===== src/rtl/fm_pkg.sv =====
`default_nettype none
// ============================================================================
// Module      : fm_pkg
// Description : Shared definitions for the programmable FM modulator:
//               operating-mode encodings and the reset-default phase
//               increment calculation.
// Revision    : 1.0 - initial release
// ============================================================================
package fm_pkg;

  // Operating modes. Both 2'd2 and 2'd3 mute the output.
  typedef enum logic [1:0] {
    MODE_FM       = 2'd0,
    MODE_CW       = 2'd1,
    MODE_MUTE     = 2'd2,
    MODE_MUTE_ALT = 2'd3
  } fm_mode_e;

  // Phase increment for frequency f at clock f_s with an n-bit accumulator.
  // The integer division order is fixed so the defaults come out as
  // 2**n / (f_s / f), e.g. 52428 for 10 MHz at 50 MHz with n = 18.
  function automatic longint inc_from_freq(input longint f_s,
                                           input longint f,
                                           input int     n);
    return (longint'(1) << n) / (f_s / f);
  endfunction

endpackage
`default_nettype wire


===== src/rtl/fm_sine_approx.sv =====
`default_nettype none
// ============================================================================
// Module      : fm_sine_approx
// Description : Combinational coarse sine approximation. Folds the phase
//               into a quarter wave, builds a piecewise-linear magnitude
//               and restores the sign from the quadrant.
// Ports       : phase [R+1:0] in  - top phase bits (quadrant + R fraction)
//               sine  [D-1:0] out - signed sample, range +/-(2**(D-1)-1)
// Revision    : 1.0 - initial release
// ============================================================================
module fm_sine_approx #(
  parameter int R = 12,
  parameter int D = 5
) (
  input  logic [R+1:0]        phase,
  output logic signed [D-1:0] sine
);

  localparam logic [D-2:0] QTR  = (D-1)'(2 ** (D-1) / 4);
  localparam logic [D-2:0] PEAK = '1;

  logic [1:0]   q;
  logic [R-1:0] pr;
  logic [R-1:0] pa;
  logic [1:0]   seg;
  logic [D-2:0] t;
  logic [D-2:0] mag;

  assign q  = phase[R+1:R];
  assign pr = phase[R-1:0];

  // Odd quadrants run backwards through the quarter wave; 2**R-1-pr is ~pr.
  assign pa  = q[0] ? ~pr : pr;
  assign seg = pa[R-1:R-2];
  assign t   = pa[R-1 -: D-1];

  // Steep start, shallower middle, flat top near the peak.
  always_comb begin
    mag = PEAK;
    case (seg)
      2'd0:      mag = {t[D-3:0], 1'b0};
      2'd1,
      2'd2:      mag = QTR + t;
      default:   mag = PEAK;
    endcase
  end

  // Second half of the cycle is the negative lobe.
  assign sine = q[1] ? -$signed({1'b0, mag}) : $signed({1'b0, mag});

  // Fraction bits below the magnitude resolution do not affect the output.
  generate
    if (R > D - 1) begin : g_low_bits
      logic unused_pa_low;
      assign unused_pa_low = ^pa[R-D:0];
    end
  endgenerate

endmodule
`default_nettype wire


===== src/rtl/fm_modulator_prog.sv =====
`default_nettype none
// ============================================================================
// Module      : fm_modulator_prog
// Description : Direct-digital FM modulator with runtime-programmable carrier
//               and deviation increments. New increments are written to
//               shadow registers and copied into the active set only when
//               the phase accumulator wraps, so the carrier never glitches.
// Ports       : clk          in   system clock
//               rst          in   asynchronous active-high reset
//               enable       in   0 clears and holds the accumulator
//               mode [1:0]   in   0 FM, 1 CW, 2/3 mute
//               audio [A-1:0] in  signed audio sample
//               audio_valid  in   capture audio into the hold register
//               cfg_we       in   load cfg_fc_inc / cfg_df_inc into shadows
//               cfg_fc_inc   in   carrier phase increment (unsigned)
//               cfg_df_inc   in   full-scale deviation increment (unsigned)
//               cfg_pending  out  shadow written but not yet applied
//               phase_wrap   out  accumulator carried out on last update
//               rf [D-1:0]   out  unsigned DAC code, midscale 2**(D-1)
// Revision    : 1.0 - initial release
// ============================================================================
module fm_modulator_prog
  import fm_pkg::*;
#(
  parameter int     A   = 8,
  parameter int     N   = 18,
  parameter int     M   = 14,
  parameter int     D   = 5,
  parameter longint F_S = 50000000,
  parameter longint F_C = 10000000,
  parameter longint DF  = 75000
) (
  input  logic                clk,
  input  logic                rst,
  input  logic                enable,
  input  logic [1:0]          mode,
  input  logic signed [A-1:0] audio,
  input  logic                audio_valid,
  input  logic                cfg_we,
  input  logic [N-1:0]        cfg_fc_inc,
  input  logic [N-1:0]        cfg_df_inc,
  output logic                cfg_pending,
  output logic                phase_wrap,
  output logic [D-1:0]        rf
);

  localparam int           R      = M - 2;
  localparam logic [N-1:0] FC_DEF = N'(inc_from_freq(F_S, F_C, N));
  localparam logic [N-1:0] DF_DEF = N'(inc_from_freq(F_S, DF, N));
  localparam logic [D-1:0] MID    = D'(2 ** (D-1));

  // --------------------------------------------------------------------------
  // State
  // --------------------------------------------------------------------------
  logic [N-1:0]        phase_acc;
  logic signed [A-1:0] audio_hold;
  logic [N-1:0]        fc_act;
  logic [N-1:0]        df_act;
  logic [N-1:0]        fc_shd;
  logic [N-1:0]        df_shd;
  logic signed [D-1:0] fm_out;

  // --------------------------------------------------------------------------
  // Modulation increment: (audio_hold * df_act) >>> (A-1), truncated to N.
  // Operands are widened to the full product width so the low A+N bits of
  // the signed product are exact; the shift is a plain bit selection.
  // --------------------------------------------------------------------------
  logic signed [A+N-1:0] audio_ext;
  logic signed [A+N-1:0] df_ext;
  logic signed [A+N-1:0] prod;
  logic [N-1:0]          mod_full;
  logic [N-1:0]          mod_inc;
  logic                  unused_prod;

  assign audio_ext   = {{N{audio_hold[A-1]}}, audio_hold};
  assign df_ext      = {{A{1'b0}}, df_act};
  assign prod        = audio_ext * df_ext;
  assign mod_full    = prod[A-1 +: N];
  assign mod_inc     = (mode == MODE_CW) ? '0 : mod_full;
  assign unused_prod = ^{prod[A+N-1], prod[A-2:0]};

  // --------------------------------------------------------------------------
  // Accumulator sum. All three terms are added as unsigned N-bit values (a
  // negative mod_inc is its two's complement pattern), so the sum can carry
  // by up to two; any carry counts as a wrap.
  // --------------------------------------------------------------------------
  logic [N+1:0] acc_sum;
  logic         acc_carry;

  assign acc_sum   = {2'b00, phase_acc} + {2'b00, fc_act} + {2'b00, mod_inc};
  assign acc_carry = |acc_sum[N+1:N];

  // Shadows transfer at a wrap, or on any clock while the accumulator is
  // held, since there is no running carrier to protect then.
  logic apply;
  assign apply = cfg_pending & (~enable | acc_carry);

  // --------------------------------------------------------------------------
  // Sine lookup and output gating
  // --------------------------------------------------------------------------
  logic signed [D-1:0] sine;
  logic                out_on;

  fm_sine_approx #(
    .R (R),
    .D (D)
  ) u_sine (
    .phase (phase_acc[N-1 -: M]),
    .sine  (sine)
  );

  assign out_on = enable & ((mode == MODE_FM) | (mode == MODE_CW));

  // --------------------------------------------------------------------------
  // Registers
  // --------------------------------------------------------------------------
  always_ff @(posedge clk or posedge rst) begin
    if (rst) begin
      audio_hold <= '0;
    end else if (audio_valid) begin
      audio_hold <= audio;
    end
  end

  always_ff @(posedge clk or posedge rst) begin
    if (rst) begin
      phase_acc  <= '0;
      phase_wrap <= 1'b0;
    end else if (enable) begin
      phase_acc  <= acc_sum[N-1:0];
      phase_wrap <= acc_carry;
    end else begin
      phase_acc  <= '0;
      phase_wrap <= 1'b0;
    end
  end

  // A write coinciding with an apply lands in the shadow and stays pending;
  // the active set takes the previously pending values.
  always_ff @(posedge clk or posedge rst) begin
    if (rst) begin
      fc_act      <= FC_DEF;
      df_act      <= DF_DEF;
      fc_shd      <= FC_DEF;
      df_shd      <= DF_DEF;
      cfg_pending <= 1'b0;
    end else begin
      if (apply) begin
        fc_act <= fc_shd;
        df_act <= df_shd;
      end
      if (cfg_we) begin
        fc_shd <= cfg_fc_inc;
        df_shd <= cfg_df_inc;
      end
      cfg_pending <= cfg_we | (cfg_pending & ~apply);
    end
  end

  always_ff @(posedge clk or posedge rst) begin
    if (rst) begin
      fm_out <= '0;
    end else begin
      fm_out <= out_on ? sine : '0;
    end
  end

  // Offset-binary conversion for the DAC.
  assign rf = MID + $unsigned(fm_out);

endmodule
`default_nettype wire


===== config.mk =====
export PLATFORM = sky130hd
export DESIGN_NAME = fm_modulator_prog
export DESIGN_NICKNAME = d
export VERILOG_FILES = /design/src/rtl/fm_pkg.sv /design/src/rtl/fm_sine_approx.sv /design/src/rtl/fm_modulator_prog.sv
export SDC_FILE = /design/constraint.sdc
export NUM_CORES = 1
export LEC_CHECK = 0
export CAP_MARGIN = 0
export CORE_MARGIN = 1
export CORE_UTILIZATION = 43
export DETAILED_ROUTE_END_ITERATION = 16
export GPL_TIMING_DRIVEN = 0
export MAX_ROUTING_LAYER = met4
export PLACE_DENSITY = 0.72
export SYNTH_ARGS = -nofsm -noshare
export SYNTH_HDL_FRONTEND = slang
export SYNTH_HIERARCHICAL = 1
export SYNTH_SLANG_ARGS = --single-unit

===== constraint.sdc =====
create_clock -name clk -period 7.5 [get_ports clk]
set_input_delay 1.875 -clock clk [delete_from_list [all_inputs] [get_ports clk]]
set_output_delay 1.875 -clock clk [all_outputs]
set_load 0.1 [all_outputs]

==> results of run 1 <==
[worst max-delay path by stage]
stage	start	end	slack, ps
floorplan	audio_hold[6]	df_act[10]	170
global placement	audio_hold[7]	df_act[12]	-1000
detailed placement	audio_hold[7]	df_act[12]	-1130
CTS	audio_hold[5]	df_act[9]	-6
global route	df_act[3]	df_act[6]	-140
finish	df_act[3]	df_act[6]	130
[cells in the mapped netlist, drive strengths merged (6+ instances only)]
master	count	area share, %
nor3	11	0.55
and2	106	6.1
a211oi	8	0.72
dfstp	24	5.8
clkbuf	35	1.2
xor2	10	0.81
nor2b	39	2.3
a31o	6	0.48
nor2	49	1.7
mux2	44	4.6
fa	114	21
buf	36	2.0
ha	75	8.7
and3	6	0.35
a21o	15	1.1
a21oi	33	1.6
inv	155	5.4
a221oi	36	2.9
nand2b	17	0.98
o21ai	20	0.92
nand3	114	5.3
dfrtp	81	19
xnor2	19	1.6
nand2	51	1.8
[final cells by class]
class | instances | area (um2) | area share (%)
timing repair buffer | 86 | 892 | 6.83
inverter | 156 | 588 | 4.50
clock buffer | 12 | 246 | 1.89
multi-input combinational | 816 | 7780 | 59.6
buffer | 61 | 434 | 3.32
sequential | 105 | 2670 | 20.4
tap | 324 | 405 | 3.10
clock inverter | 4 | 51.3 | 0.393
[state kept, by name, indices dropped and copies added (netlist names)]
register     count
fm_out           5
df_shd          18
df_act          18
phase_wrap       1
fc_shd          18
audio_hold       8
cfg_pending      1
phase_acc       18
fc_act          18
[routing by layer]
metal	global-route usage [%]	up-vias	part of all wire (%)
met5	-	-	0
li1	-	3969	-
met3	2.20	34	3.8
met4	5.23	0	1.9
met2	35.9	221	51
met1	27.9	4320	43
[timing repair]
item | in CTS | in global routing
setup endpoints to repair | 46 | 40
gates resized for setup | 56 | 115
hold endpoints to repair | 0 | 0
buffers inserted | 19 | 8
pin swaps | 10 | 50
cloned | 0 | 4
[per-stage QoR]
step	hold slack, ps	instance area (um2)	setup slack (ps)	util [%]	TNS (ps)
6_report	506	13100	126	53.3	0
4_1_cts	513	12400	-5.60	50.7	-9.80
3_3_place_gp	488	11800	-1000	48.0	-36390
5_1_grt	530	13100	-144	53.3	-3890
2_1_floorplan	481	10800	175	-	0
3_5_place_dp	495	11800	-1130	48.2	-42340
[worst max-delay path: cells and delay by family (launching register included)]
| family | cells | cell delay (ps) |
|---|---|---|
| muxes | 1 | 220 |
| DFF | 1 | 620 |
| AOI/OAI and AO/OA | 7 | 1400 |
| buffers and inverters | 8 | 880 |
| adders and majority gates | 7 | 3070 |
| and+or+nand+nor | 6 | 1030 |
[cell families after synthesis]
| family | Yosys count | share of synthesized area (%) |
|---|---|---|
| AOI/OAI and AO/OA | 144 | 9.86 |
| xor gates and xnor gates | 29 | 2.41 |
| adders and majority gates | 189 | 29.7 |
| buffers and inverters | 227 | 8.62 |
| DFF | 105 | 24.5 |
| muxes | 47 | 4.88 |
| and+or+nand+nor | 407 | 20.0 |
==> run summary, run 1 <==
The number of sinks handled by clock tree synthesis came out at ~110. The clock-pin slew on the worst setup and hold paths is approximately 70 ps. In this run, distinct cell masters in the synthesized netlist total 63. Of the cells placed in the final design, the portion with a size suffix greater than 1 is 21.9%. The number of enable flip-flop cells after synthesis came out at 0. The number of nets with antenna violations after detailed routing is 0.

In this run the clock root is driven by a sky130_fd_sc_hd__clkbuf_16. In this design, the critical path's most frequently occurring cell is sky130_fd_sc_hd__fa_1. The maximum number of pins on one net before global-route repair came out at ~70. In the layout the commonest cells are sky130_fd_sc_hd__inv_1 (149), sky130_fd_sc_hd__fa_1 (113), sky130_fd_sc_hd__and2_1 (105). The number of I/O port buffers came out at 54. The largest stage delay on the critical path is 620 ps. For the worst-skew pair, the clock arrives at the later sink with an insertion delay of 360 ps. The area growth from synthesis to layout is 20.5%. The TritonCTS clock tree is yes. The number of global-route vias before repair came out at 8,609. The reg-to-reg setup timing slack is 130 ps.

The I/O pin total came out at 58. The max-slew violation count came out at 0. Measured along the y axis, the die boundary spans between 150 and 200 um. The launching element type of the critical path is a register. For this run, the total global-route usage over all layers was measured as 21.4%.

Setup violations remaining at the end of the flow were counted as 0. The count of cells along the worst register-to-register path came out at 29. The endpoint of the lowest-slack register-to-register path is df_act[6].

For this run, the register share of the synthesized area comes to 24.5%. Of all nets on the critical path, the largest fanout is 10. The die area came out at 25,900 um2. The post-synthesis async set-or-reset flop share came out at 100%. The placeable core region came out at 24,500 um2. For this design, the CTS-stage hold fixing added 0 buffers. Setup repair after global routing could not meet its margin everywhere. STA puts the critical path data arrival time at ~7600 ps. The final-layout fill cell count is 2,189. The startpoint of the worst register-to-register path is df_act[3].

The number of detailed-route iterations in the first pass is 5. The depth of the worst hold-timing path came out at 2. The HPWL reported at the end of detailed placement came out at 20,100 um. Counting every net in the synthesized netlist gives 1,388. The slew at the pin with the worst max-slew slack came out at between 900 and 1000 ps.

The average wire per cell in the routed design is about 17 um. The worst hold path begins at fc_shd[7]. For this block, the routed nets add up to ~27,000 um of wire. The mean post-synth cell area is 9.44 um2.

For this run, design rule violations remaining after detail routing come to 0. The number of max-cap violations is 0. The maximum clock frequency is 136 MHz.

The initial antenna violation count is 0. The final period utilization came out at 98.3%. Summed over all layers, the global routing overflow is 0.

The number of endpoints with negative hold slack in the final report came out at 0. The register bit total from synthesis is 105. The detailed router finished its first iteration with about 500 violations. The number of nets in the finished design came out at roughly 1.5k.

Measured along the x axis, the die boundary spans 161 um. Among all stages on the critical path, the largest delay is contributed by sky130_fd_sc_hd__dfstp_2. The post-layout minimum cycle time came out at 7370 ps.

For hold timing, the worst endpoint is fc_act[7]. Leaving out fill and tap cells, the most frequent cell in the layout is sky130_fd_sc_hd__inv_1. The class of the tightest hold or removal check is reg -> reg.

The count of mapped cells out of synthesis came out at about 1.1k. The yosys synthesis warning count is 6. The run finished with clean final reports. The maximum buffer depth of the clock tree came out at 2. The first-pass GRT wire length is 42,900 um. Among all flip-flop cells after synthesis, the most frequent one is sky130_fd_sc_hd__dfrtp_1. The total via count in the routed design came out at 8,544. Data on the critical path is required at its endpoint by 7710 ps.

Measured against its own limit, the worst slew margin works out to 35.0%. The post-synthesis instance area is 10,800 um2. The instance count after placement with tap cells included is 1,527. STA classifies the critical path endpoint as a register. The last weighted congestion value of the routability-driven placer is 0.892.

The CTS buffer count is 9. The H-tree was split into 3 levels. The number of cells in the finished layout apart from fillers came out at 1,564. The total inserted antenna cells came out at 0. The initial cell density of the core came out at 44.2%. For the final database, setup skew stands at 14.0 ps. The cell row count came out at 57. In the routed layout, each cell is associated on average with a via count of around 5.5.

The worst setup path is of the reg -> reg kind.
Power of run 1 is left out: the tool's default activity adds up to more than one toggle a clock period on the data nets, which glitch-free logic cannot reach.
==> run 2, diff against run 1 <==
- MAX_ROUTING_LAYER: met4 -> default
==> run 2 against run 1 <==
Compared with the run above:
- first-iteration DRC count fell by 5.8%
- core utilization barely moved
- critical endpoint is now fc_act[0]
- clock skew fell by 0.85 ps
==> run summary, run 2 (synthesis gave the netlist of run 1 again) <==
The hold path startpoint is fc_shd[7]. The count of cells along the worst register-to-register path came out at 29 (unchanged). The slew at the pin with the worst max-slew slack is 971 ps (unchanged). STA classifies the critical path endpoint as a register.

In this run the clock root is driven by a sky130_fd_sc_hd__clkbuf_16. The initial DRC count was 467 (-5.8%). The critical path data arrival time came out at 7580 ps (about the same). The total via count in the routed design came out at 8,613 (+0.81%). The setup TNS is 0 ps (unchanged). The setup path with the least slack is of type reg -> reg. The average wire per cell in the routed design is 17.2 um (-0.67%).

The maximum number of pins on one net before global-route repair was 69 (unchanged). The placeable core region came out at 24,500 um2 (unchanged). The number of nets in the finished design came out at 1,477 (+0.14%).

The total detailed-routing wirelength came out at 27,000 um (-0.55%). The die span in y is 161 um (unchanged). The post-layout minimum cycle time came out at 7360 ps (-12.4 ps). The number of max-cap violations is 0 (unchanged). The worst clock skew on the final layout came out at 13.2 ps (-0.849 ps).

The number of endpoints with negative hold slack in the final report came out at 0 (unchanged). The instance count after placement with tap cells included came out at 1,527 (unchanged). The initial antenna violation count is 0 (unchanged). The die area is 25,900 um2 (unchanged). The number of cells in the finished layout apart from fillers came out at 1,566 (+0.13%).

The number of sinks handled by clock tree synthesis came to 105 (unchanged). The number of I/O port buffers came out at 54 (unchanged). The depth of the worst hold-timing path came out at 2 (unchanged). The largest stage delay on the critical path came out at 610 ps (about the same). The remaining global-route overflow is 0 (unchanged). The commonest non-fill, non-tap cell in the layout is sky130_fd_sc_hd__inv_1. The maximum clock frequency came to 136 MHz (+0.17%).

The library cells used most frequently in the layout, excluding fill and tap cells, are sky130_fd_sc_hd__inv_1 (149), sky130_fd_sc_hd__fa_1 (113), sky130_fd_sc_hd__and2_1 (105). The total inserted antenna cells came out at 0 (unchanged). The flow ran to the end, and the final reports show no timing, DRC or antenna violations.

The worst register-to-register path ends at fc_act[0]. The HPWL reported at the end of detailed placement is 20,100 um (unchanged). The I/O pin total came out at 58 (unchanged). The number of buffers added to fix hold violations after cts is 0 (unchanged).

The worst setup path is launched from a register. The CTS buffer count is 9 (unchanged). The fraction of final layout cells sized beyond drive strength 1 is 21.7% (-0.20 points). The last weighted congestion value of the routability-driven placer is 0.875 (-1.9%).

The initial cell density of the core is 44.2% (unchanged). The clock-pin slew on the worst setup and hold paths came out at 70 ps (about the same). TritonCTS built the clock tree. The global router's overall resource usage came out at 20.8% (-0.64 points). The final core utilization came to 53.2% (about the same). In this design, the critical path's most frequently occurring cell is sky130_fd_sc_hd__fa_1. The number of nets with antenna violations after detailed routing is 0 (unchanged). The final-layout worst hold slack is 511 ps (+5.07 ps). The post-detailed-route via-to-cell ratio is 5.50 (+0.68%). The highest net fanout along the worst path came out at 10 (unchanged). The reg-to-reg setup timing slack is 140 ps (about the same). The max-slew violation count came to 0 (unchanged). The cell row count is 57 (unchanged).

Tracing the worst setup path back leads to its startpoint at df_act[3]. The maximum level of the CTS H-tree is 3 (unchanged). The number of detailed-route iterations in the first pass is 5 (unchanged).

The count of endpoints failing setup in the final report came out at 0 (unchanged). The clock latency at the later pin of the worst-skew pair came out at 350 ps (about the same). On the critical path, the stage with the largest delay is an instance of sky130_fd_sc_hd__dfstp_2.

Setup repair after global routing could not meet its margin everywhere. The x dimension of the die is 161 um (unchanged). The maximum buffer depth of the clock tree is 2 (unchanged).

The tightest min-delay check is of the reg -> reg type. The critical path ends at fc_act[0]. The startpoint of the worst register-to-register path is df_act[3]. The total DRC errors in the routed layout is 0 (unchanged). The required time at the worst-slack endpoint came out at 7720 ps (about the same). The first-pass GRT wire length was 42,900 um (about the same).

The area growth from synthesis to layout is 20.4% (about the same). The number of global-route vias before repair is 8,610 (+0.012%). The final period utilization is 98.2% (-0.16 points). The remaining max-slew budget at the tightest pin came out at 35.0% (unchanged).
## run 2: worst min-delay path by stage
stage | end | slack (ps)
final | fc_act[7] | 510
after global routing | fc_act[2] | 530
after CTS | fc_act[7] | 510
after detailed placement | fc_act[7] | 490
after global placement | fc_act[2] | 490
after floorplan | fc_act[2] | 480
## run 2: per-layer routing
layer | share of wire (%) | up-vias | track usage (%) | wire [um]
met2 | 51 | 215 | 35.9 | 13800
met5 | 0 | - | 0 | 0
li1 | - | 3972 | - | -
met3 | 3.6 | 29 | 2.04 | 968
met1 | 44 | 4397 | 28.0 | 11800
met4 | 1.6 | 0 | 5.23 | 429
## run 2: what timing repair did
item                       CTS  global route
gates resized for setup     56           110
setup endpoints to repair   46            40
pin swaps                   10            47
buffers inserted            19            10
cloned                       0             4
## run 2: area by class of cell
class,count,area (um2)
fillers,2183,11500
multi-input cells,816,7760
flip-flops and latches,105,2670
repair buffers,88,907
inverters,156,588
plain buffers,61,434
well taps,324,405
clock buffers,12,246
clock inverters,4,51.3
## run 2: through the flow
stage | setup slack, ps | cell area [um2]
5_1_grt | -183 | 13100
4_1_cts | -5.60 | 12400
2_1_floorplan | 175 | 10800
6_report | 138 | 13100
3_5_place_dp | -1130 | 11800
3_3_place_gp | -1000 | 11800
## run 2: critical path: cells and delay by family, from the launching register on
kind / cells / cell delay (ps)
AO/OA/AOI/OAI: 7 / 1410
adder cells (fa/ha/maj): 7 / 3070
buffers and inverters: 8 / 890
flip-flops: 1 / 610
multiplexers: 1 / 220
AND/OR/NAND/NOR: 6 / 1020
Power of run 2 is left out for the same reason.
